`src/rtl/multicycle_control32_pkg.sv`:
```
// Shared encodings for the multi-cycle MIPS control unit: FSM states, opcode/funct
// constants and the pc_src / reg_dst select codes.
package multicycle_control32_pkg;

  typedef enum logic [2:0] {
    StFetch  = 3'd0,
    StDecode = 3'd1,
    StExec   = 3'd2,
    StMem    = 3'd3,
    StWb     = 3'd4
  } state_e;

  localparam logic [5:0] OpRType = 6'b000000;
  localparam logic [5:0] OpJ     = 6'b000010;
  localparam logic [5:0] OpJal   = 6'b000011;
  localparam logic [5:0] OpBeq   = 6'b000100;
  localparam logic [5:0] OpBne   = 6'b000101;
  localparam logic [5:0] OpLw    = 6'b100011;
  localparam logic [5:0] OpSw    = 6'b101011;

  localparam logic [5:0] FnSll  = 6'b000000;
  localparam logic [5:0] FnSrl  = 6'b000010;
  localparam logic [5:0] FnSra  = 6'b000011;
  localparam logic [5:0] FnSllv = 6'b000100;
  localparam logic [5:0] FnSrlv = 6'b000110;
  localparam logic [5:0] FnSrav = 6'b000111;
  localparam logic [5:0] FnJr   = 6'b001000;

  localparam logic [1:0] PcSrcPlus4  = 2'b00;
  localparam logic [1:0] PcSrcBranch = 2'b01;
  localparam logic [1:0] PcSrcJump   = 2'b10;
  localparam logic [1:0] PcSrcRs     = 2'b11;

  localparam logic [1:0] RegDstRt = 2'b00;
  localparam logic [1:0] RegDstRd = 2'b01;
  localparam logic [1:0] RegDstRa = 2'b10;

  function automatic int unsigned max3(input int unsigned a, input int unsigned b,
                                       input int unsigned c);
    int unsigned m;
    m = (a > b) ? a : b;
    return (m > c) ? m : c;
  endfunction

endpackage

```
`src/rtl/control_decode32.sv`:
```
// Pure combinational opcode/funct decode, same instruction classes as control32.
module control_decode32
  import multicycle_control32_pkg::*;
(
  input  logic [5:0] opcode,
  input  logic [5:0] funct,
  output logic       r_format,
  output logic       i_format,
  output logic       lw,
  output logic       sw,
  output logic       beq,
  output logic       bne,
  output logic       j,
  output logic       jal,
  output logic       jr,
  output logic       sftmd,
  output logic [1:0] alu_op
);

  always_comb begin
    r_format = (opcode == OpRType);
    i_format = (opcode[5:3] == 3'b001);
    lw       = (opcode == OpLw);
    sw       = (opcode == OpSw);
    beq      = (opcode == OpBeq);
    bne      = (opcode == OpBne);
    j        = (opcode == OpJ);
    jal      = (opcode == OpJal);
    jr       = r_format && (funct == FnJr);
    sftmd    = r_format && (funct inside {FnSll, FnSrl, FnSra, FnSllv, FnSrlv, FnSrav});
    alu_op   = {r_format | i_format, beq | bne};
  end

endmodule

```
`src/rtl/multicycle_control32.sv`:
```
// Multi-cycle control FSM (FETCH/DECODE/EXEC/MEM/WB) with parametrised memory latency,
// I/O window with ready handshake and timeout, and a UART-download hold in FETCH.
module multicycle_control32
  import multicycle_control32_pkg::*;
#(
  parameter int unsigned          ADDR_HI_W  = 22,
  parameter logic [ADDR_HI_W-1:0] IO_HIGH    = 22'h3FFFFF,
  parameter int unsigned          IMEM_LAT   = 1,
  parameter int unsigned          DMEM_LAT   = 1,
  parameter int unsigned          IO_TIMEOUT = 255
) (
  input  logic                 clock,
  input  logic                 reset_n,
  input  logic [5:0]           opcode,
  input  logic [5:0]           funct,
  input  logic [ADDR_HI_W-1:0] alu_result_high,
  input  logic                 zero,
  input  logic                 io_ready,
  input  logic                 uart_hold,
  output logic                 ir_write,
  output logic                 pc_write,
  output logic [1:0]           pc_src,
  output logic                 reg_write,
  output logic [1:0]           reg_dst,
  output logic                 mem_read,
  output logic                 mem_write,
  output logic                 io_read,
  output logic                 io_write,
  output logic                 memorio_to_reg,
  output logic                 alu_src,
  output logic                 sftmd,
  output logic                 i_format,
  output logic [1:0]           alu_op,
  output logic                 io_timeout,
  output logic [2:0]           state
);

  localparam int unsigned CntMax = max3(IMEM_LAT, DMEM_LAT, IO_TIMEOUT);
  localparam int unsigned CntW   = $clog2(CntMax + 1);

  state_e          state_q, state_d;
  logic [CntW-1:0] cnt_q, cnt_d;
  logic            io_timeout_q, io_timeout_d;

  logic dec_r, dec_i, dec_lw, dec_sw, dec_beq, dec_bne, dec_j, dec_jal, dec_jr;

  control_decode32 u_decode (
    .opcode   (opcode),
    .funct    (funct),
    .r_format (dec_r),
    .i_format (dec_i),
    .lw       (dec_lw),
    .sw       (dec_sw),
    .beq      (dec_beq),
    .bne      (dec_bne),
    .j        (dec_j),
    .jal      (dec_jal),
    .jr       (dec_jr),
    .sftmd    (sftmd),
    .alu_op   (alu_op)
  );

  logic fetch_last, dmem_last, io_last, mem_is_io, io_fail, mem_done;
  logic take_branch, is_jump, is_branch, exec_known;

  always_comb begin
    fetch_last  = (cnt_q == CntW'(IMEM_LAT - 1));
    dmem_last   = (cnt_q == CntW'(DMEM_LAT - 1));
    io_last     = (cnt_q == CntW'(IO_TIMEOUT - 1));
    mem_is_io   = (alu_result_high == IO_HIGH);
    // A ready arriving on the final allowed cycle still counts as success.
    io_fail     = mem_is_io && !io_ready && io_last;
    mem_done    = mem_is_io ? (io_ready || io_last) : dmem_last;
    is_jump     = dec_j || dec_jal || dec_jr;
    is_branch   = dec_beq || dec_bne;
    take_branch = (dec_beq && zero) || (dec_bne && !zero);
    exec_known  = dec_r || dec_i || dec_lw || dec_sw;
  end

  always_ff @(posedge clock) begin
    if (!reset_n) begin
      state_q      <= StFetch;
      cnt_q        <= '0;
      io_timeout_q <= 1'b0;
    end else begin
      state_q      <= state_d;
      cnt_q        <= cnt_d;
      io_timeout_q <= io_timeout_d;
    end
  end

  always_comb begin
    state_d      = state_q;
    io_timeout_d = io_timeout_q;
    cnt_d        = (cnt_q == '1) ? cnt_q : cnt_q + CntW'(1);
    case (state_q)
      StFetch: begin
        if (uart_hold) begin
          cnt_d = '0;
        end else if (fetch_last) begin
          state_d = StDecode;
        end
      end
      StDecode: state_d = is_jump ? StFetch : StExec;
      StExec: begin
        if (is_branch) begin
          state_d = StFetch;
        end else if (dec_r || dec_i) begin
          state_d = StWb;
        end else if (dec_lw || dec_sw) begin
          state_d = StMem;
        end else begin
          state_d = StFetch;
        end
      end
      StMem: begin
        if (mem_done) begin
          if (io_fail) begin
            io_timeout_d = 1'b1;
            state_d      = StFetch;
          end else begin
            state_d = dec_lw ? StWb : StFetch;
          end
        end
      end
      StWb:    state_d = StFetch;
      default: state_d = StFetch;
    endcase
    if (state_d != state_q) begin
      cnt_d = '0;
    end
  end

  always_comb begin
    ir_write       = 1'b0;
    pc_write       = 1'b0;
    pc_src         = PcSrcPlus4;
    reg_write      = 1'b0;
    reg_dst        = RegDstRt;
    mem_read       = 1'b0;
    mem_write      = 1'b0;
    io_read        = 1'b0;
    io_write       = 1'b0;
    memorio_to_reg = 1'b0;
    case (state_q)
      StFetch: ir_write = !uart_hold && fetch_last;
      StDecode: begin
        if (is_jump) begin
          pc_write = 1'b1;
          pc_src   = dec_jr ? PcSrcRs : PcSrcJump;
          if (dec_jal) begin
            reg_write = 1'b1;
            reg_dst   = RegDstRa;
          end
        end
      end
      StExec: begin
        if (is_branch) begin
          pc_write = 1'b1;
          pc_src   = take_branch ? PcSrcBranch : PcSrcPlus4;
        end else if (!exec_known) begin
          pc_write = 1'b1;
        end
      end
      StMem: begin
        io_read   = mem_is_io && dec_lw;
        io_write  = mem_is_io && dec_sw;
        mem_read  = !mem_is_io && dec_lw;
        mem_write = !mem_is_io && dec_sw;
        pc_write  = mem_done && (dec_sw || io_fail);
      end
      StWb: begin
        reg_write      = 1'b1;
        reg_dst        = dec_r ? RegDstRd : RegDstRt;
        memorio_to_reg = dec_lw;
        pc_write       = 1'b1;
      end
      default: ;
    endcase
    // Strobes are forced low for the whole reset cycle, not just after the edge.
    if (!reset_n) begin
      ir_write       = 1'b0;
      pc_write       = 1'b0;
      pc_src         = PcSrcPlus4;
      reg_write      = 1'b0;
      reg_dst        = RegDstRt;
      mem_read       = 1'b0;
      mem_write      = 1'b0;
      io_read        = 1'b0;
      io_write       = 1'b0;
      memorio_to_reg = 1'b0;
    end
  end

  assign alu_src    = dec_i || dec_lw || dec_sw;
  assign i_format   = dec_i;
  assign io_timeout = io_timeout_q;
  assign state      = state_q;

endmodule
```
`config.mk`:
```
export PLATFORM = sky130hd
export DESIGN_NAME = multicycle_control32
export DESIGN_NICKNAME = d
export VERILOG_FILES = /design/src/rtl/multicycle_control32_pkg.sv /design/src/rtl/control_decode32.sv /design/src/rtl/multicycle_control32.sv
export SDC_FILE = /design/constraint.sdc
export NUM_CORES = 1
export LEC_CHECK = 0
export CAP_MARGIN = 20
export CORE_MARGIN = 5
export CORE_UTILIZATION = 36
export DETAILED_ROUTE_END_ITERATION = 12
export PLACE_DENSITY = 0.78
export SLEW_MARGIN = 10
export SYNTH_ARGS = -nofsm -noshare
export SYNTH_HDL_FRONTEND = slang
export SYNTH_HIERARCHICAL = 1
export SYNTH_SLANG_ARGS = --single-unit
```
`constraint.sdc`:
```
create_clock -name clock -period 2.5 [get_ports clock]
set_input_delay 0.5 -clock clock [delete_from_list [all_inputs] [get_ports clock]]
set_output_delay 0.5 -clock clock [all_outputs]
set_load 0.01 [all_outputs]
```
==> results_dict.tcl, run 1 <==
set metrics [dict create \
    clk_latency_ns 0.27 \
    timing.final.crit_period_ns 2.73 \
    die_w_um 67.1 \
    synth-edff-count 0 \
    postCtsHoldBufs 0 \
    synth_compound_area_frac 0.198 \
    grt_pass1_vias 1837 \
    hold_class "flop to flop" \
    ys_ff_latch 12 \
    synth_top_family_by_area "simple AND/OR/NAND/NOR gates" \
    diodes 0 \
    final_nets 297 \
    setup_slack_ns -0.235 \
    grt.overflow.total 0 \
    clockBufferDepth 2 \
    port_buffers 59 \
    async_flop_share 0 \
    hold_path_depth 1 \
    viasPerCell 5.74 \
    synth_ff_type "dfxtp_1" \
    fillers 219 \
    tightest_slew_ns 0.607 \
    yosysWarnings 6 \
    synth-simple-area-share 0.464 \
    routed_wl_um 5750 \
    fmax_ghz 0.366 \
    start_util 0.381 \
    required_ns 2.00 \
    synth_xor_area_frac 0.0299 \
    worstPathArrival_ns 2.23 \
    relSlewSlack 0.594 \
    layout_commonest_cell "buf_4" \
    finalHoldViolCount 0 \
    setup_viol 5 \
    p_leak_uw 0.000962 \
    num_io_pins 60 \
    grt_max_degree 10 \
    cp-start-kind "input port" \
    track_usage 0.243 \
    die_area_mm2 0.00450 \
    dp_hpwl_um 3430 \
    dpl_worst_slack_ns -1.07 \
    violations "negative setup slack" \
    synth_cell_types 51 \
    clock_skew_ns 0.000685 \
    cts_tree "built" \
    grt_pass1_wl_um 8400 \
    fin_crit_sh 1.09 \
    avgRoutedWirePerCell_um 19.4 \
    outcome "finished, violations left" \
    drcViolationCount 0 \
    area_growth_pct 97.7 \
    die_y_um 67.1 \
    syn_inst 147 \
    syn-cell-area_mm2 0.00117 \
    ir_drop_mv 0.240 \
    synth.largest_area_cell "dfxtp_1" \
    drive_gt1_frac 0.455 \
    syn_nets 189 \
    finalSetupTns_ns -0.444 \
    yosysSeqAreaShare 0.205 \
    clkSinkCount 12 \
    maxSlewViolCount 0 \
    cp-end-kind "primary output" \
    maxCapViolCount 0 \
    root_buffer "clkbuf_4" \
    via_count 1706 \
    synth.area.mux_share 0.0288 \
    ant_nets 0 \
    r2r_cells 7 \
    critPathMaxFanout 4 \
    synth.top_cell.area_share 0.205 \
    rows 20 \
    synth_area_leaders "dfxtp_1 20%, nand4_1 4.8%, nor2_1 4.8%, nor4_1 4.8%, ha_1 3.2%" \
    place_congestion 0.838 \
    powerDensity_mw_per_mm2 232 \
    syn_area_per_cell_um2 7.98 \
    critical_path_class "input port to primary output" \
    fin_util 0.754 \
    drt_pass1_iterations 4 \
    htreeDepth 1 \
    antenna_found_initial 0 \
    drtIter0Drc 82 \
    core_mm2 0.00308 \
    synthAdderAreaFrac 0.0320 \
    final_cell_mix "44 x buf_4, 32 x clkdlybuf4s50_1, 12 x dfxtp_1" \
    rsz0062_at_grt "true" \
    cts_buffers 3 \
    path_clk_slew_ns 0.07 \
]
kinds of logic after synthesis:
| kind of cell | Yosys count |
|---|---|
| XOR/XNOR | 4 |
| AO/OA/AOI/OAI | 27 |
| AND/OR/NAND/NOR | 87 |
| flip-flops | 12 |
| adder cells (fa/ha/maj) | 3 |
| buffers and inverters | 11 |
| multiplexers | 3 |
synth_stat cells (2+ instances only):
master / count
nand2b_1: 3
o21ai_0: 2
or3_1: 2
a21oi_1: 6
nor2_1: 15
nand4_1: 9
a2111oi_0: 3
and3_1: 3
ha_1: 3
or2_2: 3
or4_1: 4
nand3b_1: 3
mux2i_1: 2
nand3_1: 6
clkbuf_1: 2
nor3b_1: 3
inv_1: 7
xnor2_1: 4
a31o_2: 2
nor3_1: 4
nand2_1: 7
nor4_1: 9
dfxtp_1: 12
and4_1: 3
o31a_1: 2
nor4b_1: 3
worst paths after layout:
path / start / to / slack (ns)
min reg2reg: io_timeout / io_timeout / 0.51
max reg2reg: cnt_q[0] / cnt_q[2] / 0.55
min: io_timeout / io_timeout / 0.51
max: opcode[2] / pc_write / -0.23
routing by layer:
| metal | share of wire | track usage |
|---|---|---|
| met5 | 0 | 0 |
| met4 | 0.053 | 0.152 |
| met3 | 0.063 | 0.0422 |
| met2 | 0.53 | 0.466 |
| met1 | 0.35 | 0.232 |
layout make-up:
| cell class | instances | area (um^2) | area share |
|---|---|---|---|
| tap | 44 | 55.1 | 0.0237 |
| sequential | 12 | 240 | 0.104 |
| inverter | 7 | 26.3 | 0.0113 |
| multi-input combinational | 124 | 1090 | 0.468 |
| clock buffer | 3 | 22.5 | 0.00971 |
| timing repair buffer | 107 | 890 | 0.383 |
critical path, cell delays in order:
cell and delay (ns):
buf_6 0.09, or4_4 0.61, nor3b_4 0.26, or3_4 0.18
a22oi_2 0.05, o31ai_2 0.12, o211ai_1 0.15, a21oi_2 0.13
buf_2 0.14
power breakdown:
part           total (uW)  switching (uW)  internal [uW]
clock                 117            61.1           55.8
sequential            202            6.52            195
combinational         219            98.6            120
sequential cells by signal, summed over array words and instances (netlist names):
register / cells
io_timeout: 1
state: 3
cnt_q: 8
timing repair:
item / CTS / global route
buffers inserted: 21 / 8
pin swaps: 17 / 13
gates resized for setup: 108 / 26
endpoints found under the setup margin: 23 / 9
metrics by stage:
step	instance area, um^2	hold slack, ns	power (uW)	cells
floorplan	1180	0.509	271	147
global placement	2030	0.460	381	276
detailed placement	2030	0.486	386	276
CTS	2300	0.499	520	297
global route	2320	0.527	565	297
finish	2320	0.505	537	297
No activity file was read; power rests on OpenSTA's default activity.
==> run 2: changes to the inputs <==
Settings changed: ABC_AREA from default to 0, SKIP_CTS_REPAIR_TIMING from default to 1.
==> run 2 against run 1 <==
  * The run still ends with negative setup slack left
  * Flip-flop and latch count stayed put
  * Sequential share of layout area is 0.28 points higher
  * Maximum frequency is 1.5% higher
  * Non-clock buffer count is 13 lower
  * Worst hold slack worse by 0.0071 ns
  * Power is 1.9% lower
  * Combinational power is 5% lower
  * Die area stayed put
  * Worst setup slack better by 0.040 ns
  * Cell count is 4.4% lower
  * Via count is 5.9% lower
  * Sequential power hardly changed
  * Critical path type unchanged
==> results_dict.tcl, run 2 (synthesized netlist as in run 1, its figures left out) <==
set metrics [dict create \
    outcome "finished, violations left" \
    violations "negative setup slack" \
    rsz0062_at_grt "true" \
    worstPathArrival_ns 2.19 \
    ir_drop_mv 0.242 \
    core_mm2 0.00308 \
    timing.final.crit_period_ns 2.69 \
    power_frac_comb 0.396 \
    grt.overflow.total 0 \
    avgRoutedWirePerCell_um 17.9 \
    fin_util 0.734 \
    largest_reg_flops 8 \
    relSlewSlack 0.605 \
    required_ns 2.00 \
    placed_area_mm2 0.00203 \
    final_cell_area_mm2 0.00226 \
    powerDensity_mw_per_mm2 233 \
    power.internal_uw 368 \
    grtUsageMet1 0.193 \
    finalHoldViolCount 0 \
    grt_pass1_wl_um 6680 \
    drtIter0Drc 103 \
    clkSinkCount 12 \
    layout_commonest_cell "buf_4" \
    die_area_mm2 0.00450 \
    htreeDepth 1 \
    total_power_uw 527 \
    critPathMaxFanout 3 \
    final_cell_mix "34 x buf_4, 32 x clkdlybuf4s50_1, 17 x dlymetal6s2s_1" \
    grt_util_met3 0.0320 \
    cts_buffers 3 \
    cp-end-kind "primary output" \
    grt_max_degree 10 \
    diodes 0 \
    p_leak_uw 0.00109 \
    die_w_um 67.1 \
    area_growth_pct 92.5 \
    maxCapViolCount 0 \
    antenna_found_initial 0 \
    via_count 1605 \
    place_congestion 0.838 \
    setup_viol 2 \
    grt.met2_usage 0.364 \
    hold_class "flop to flop" \
    viasPerCell 5.65 \
    clk_latency_ns 0.27 \
    drcViolationCount 0 \
    tightest_slew_ns 0.592 \
    setup_slack_ns -0.194 \
    regMostFlops "cnt_q" \
    port_buffers 59 \
    final_nets 284 \
    drt_pass1_iterations 4 \
    finalSetupTns_ns -0.284 \
    rows 20 \
    maxSlewViolCount 0 \
    dp_cells 276 \
    seq_power_share 0.382 \
    routed_wl_um 5070 \
    track_usage 0.186 \
    die_y_um 67.1 \
    drive_gt1_frac 0.371 \
    grt_pass1_vias 1587 \
    p_clk_frac 0.222 \
    switchingPower_uw 159 \
    ant_nets 0 \
    root_buffer "clkbuf_4" \
    num_io_pins 60 \
    stdcell_count 284 \
    fmax_ghz 0.371 \
    grt-busiest-layer "met2" \
    clock_skew_ns 0.000645 \
    fin_crit_sh 1.08 \
    path_clk_slew_ns 0.07 \
    cp-start-kind "input port" \
    cts_tree "built" \
    dp_hpwl_um 3430 \
    critical_path_class "input port to primary output" \
    start_util 0.381 \
    p_sw_frac 0.301 \
    clockBufferDepth 2 \
]
run 2: cell count changes in the layout (fill, tap and decap cells not counted), sizes merged:
cell	delta
clkdlybuf4s15	-1
dlygate4sd2	-5
buf	-22
dlymetal6s2s	+17
clkbuf	-2
run 2: routing by layer:
layer | vias up | wire length (um) | share of wire
li1 | 763 | - | -
met1 | 746 | 1790 | 0.35
met2 | 74 | 2780 | 0.55
met3 | 22 | 302 | 0.060
met4 | 0 | 197 | 0.039
met5 | - | 0 | 0
run 2: final timing paths:
| path | startpoint | end | slack, ns | cells past startpoint |
|---|---|---|---|---|
| min reg2reg | io_timeout | io_timeout | 0.50 | 1 |
| max reg2reg | cnt_q[0] | cnt_q[2] | 0.57 | 7 |
| max | opcode[4] | pc_write | -0.19 | 10 |
| min | io_timeout | io_timeout | 0.50 | 1 |
run 2: area by class of cell:
cell class	count	area, um^2
inverters	7	26.3
repair buffers	94	862
fillers	238	818
clock buffers	3	22.5
multi-input cells	124	1050
flip-flops and latches	12	240
well taps	44	55.1
run 2: critical path, stage by stage:
cell      delay (ns)
buf_6           0.10
buf_4           0.13
or2b_4          0.27
nor4b_4         0.34
nor2_2          0.10
a211oi_2        0.25
o31ai_2         0.11
o211ai_1        0.21
a21oi_2         0.05
buf_2           0.14
run 2: through the flow:
stage                     worst slack, ns  hold WS [ns]
after floorplan                   0.00146         0.509
after global placement             -0.988         0.460
after detailed placement            -1.07         0.486
after CTS                           -1.09         0.499
after global routing               -0.274         0.527
final                              -0.194         0.498
run 2: power groups by stage:
| stage | clock [uW] | sequential (uW) | combinational, uW |
|---|---|---|---|
| floorplan | 0 | 206 | 65.3 |
| global placement | 0 | 205 | 176 |
| detailed placement | 0 | 205 | 180 |
| CTS | 120 | 201 | 181 |
| global route | 132 | 202 | 221 |
| finish | 117 | 201 | 209 |
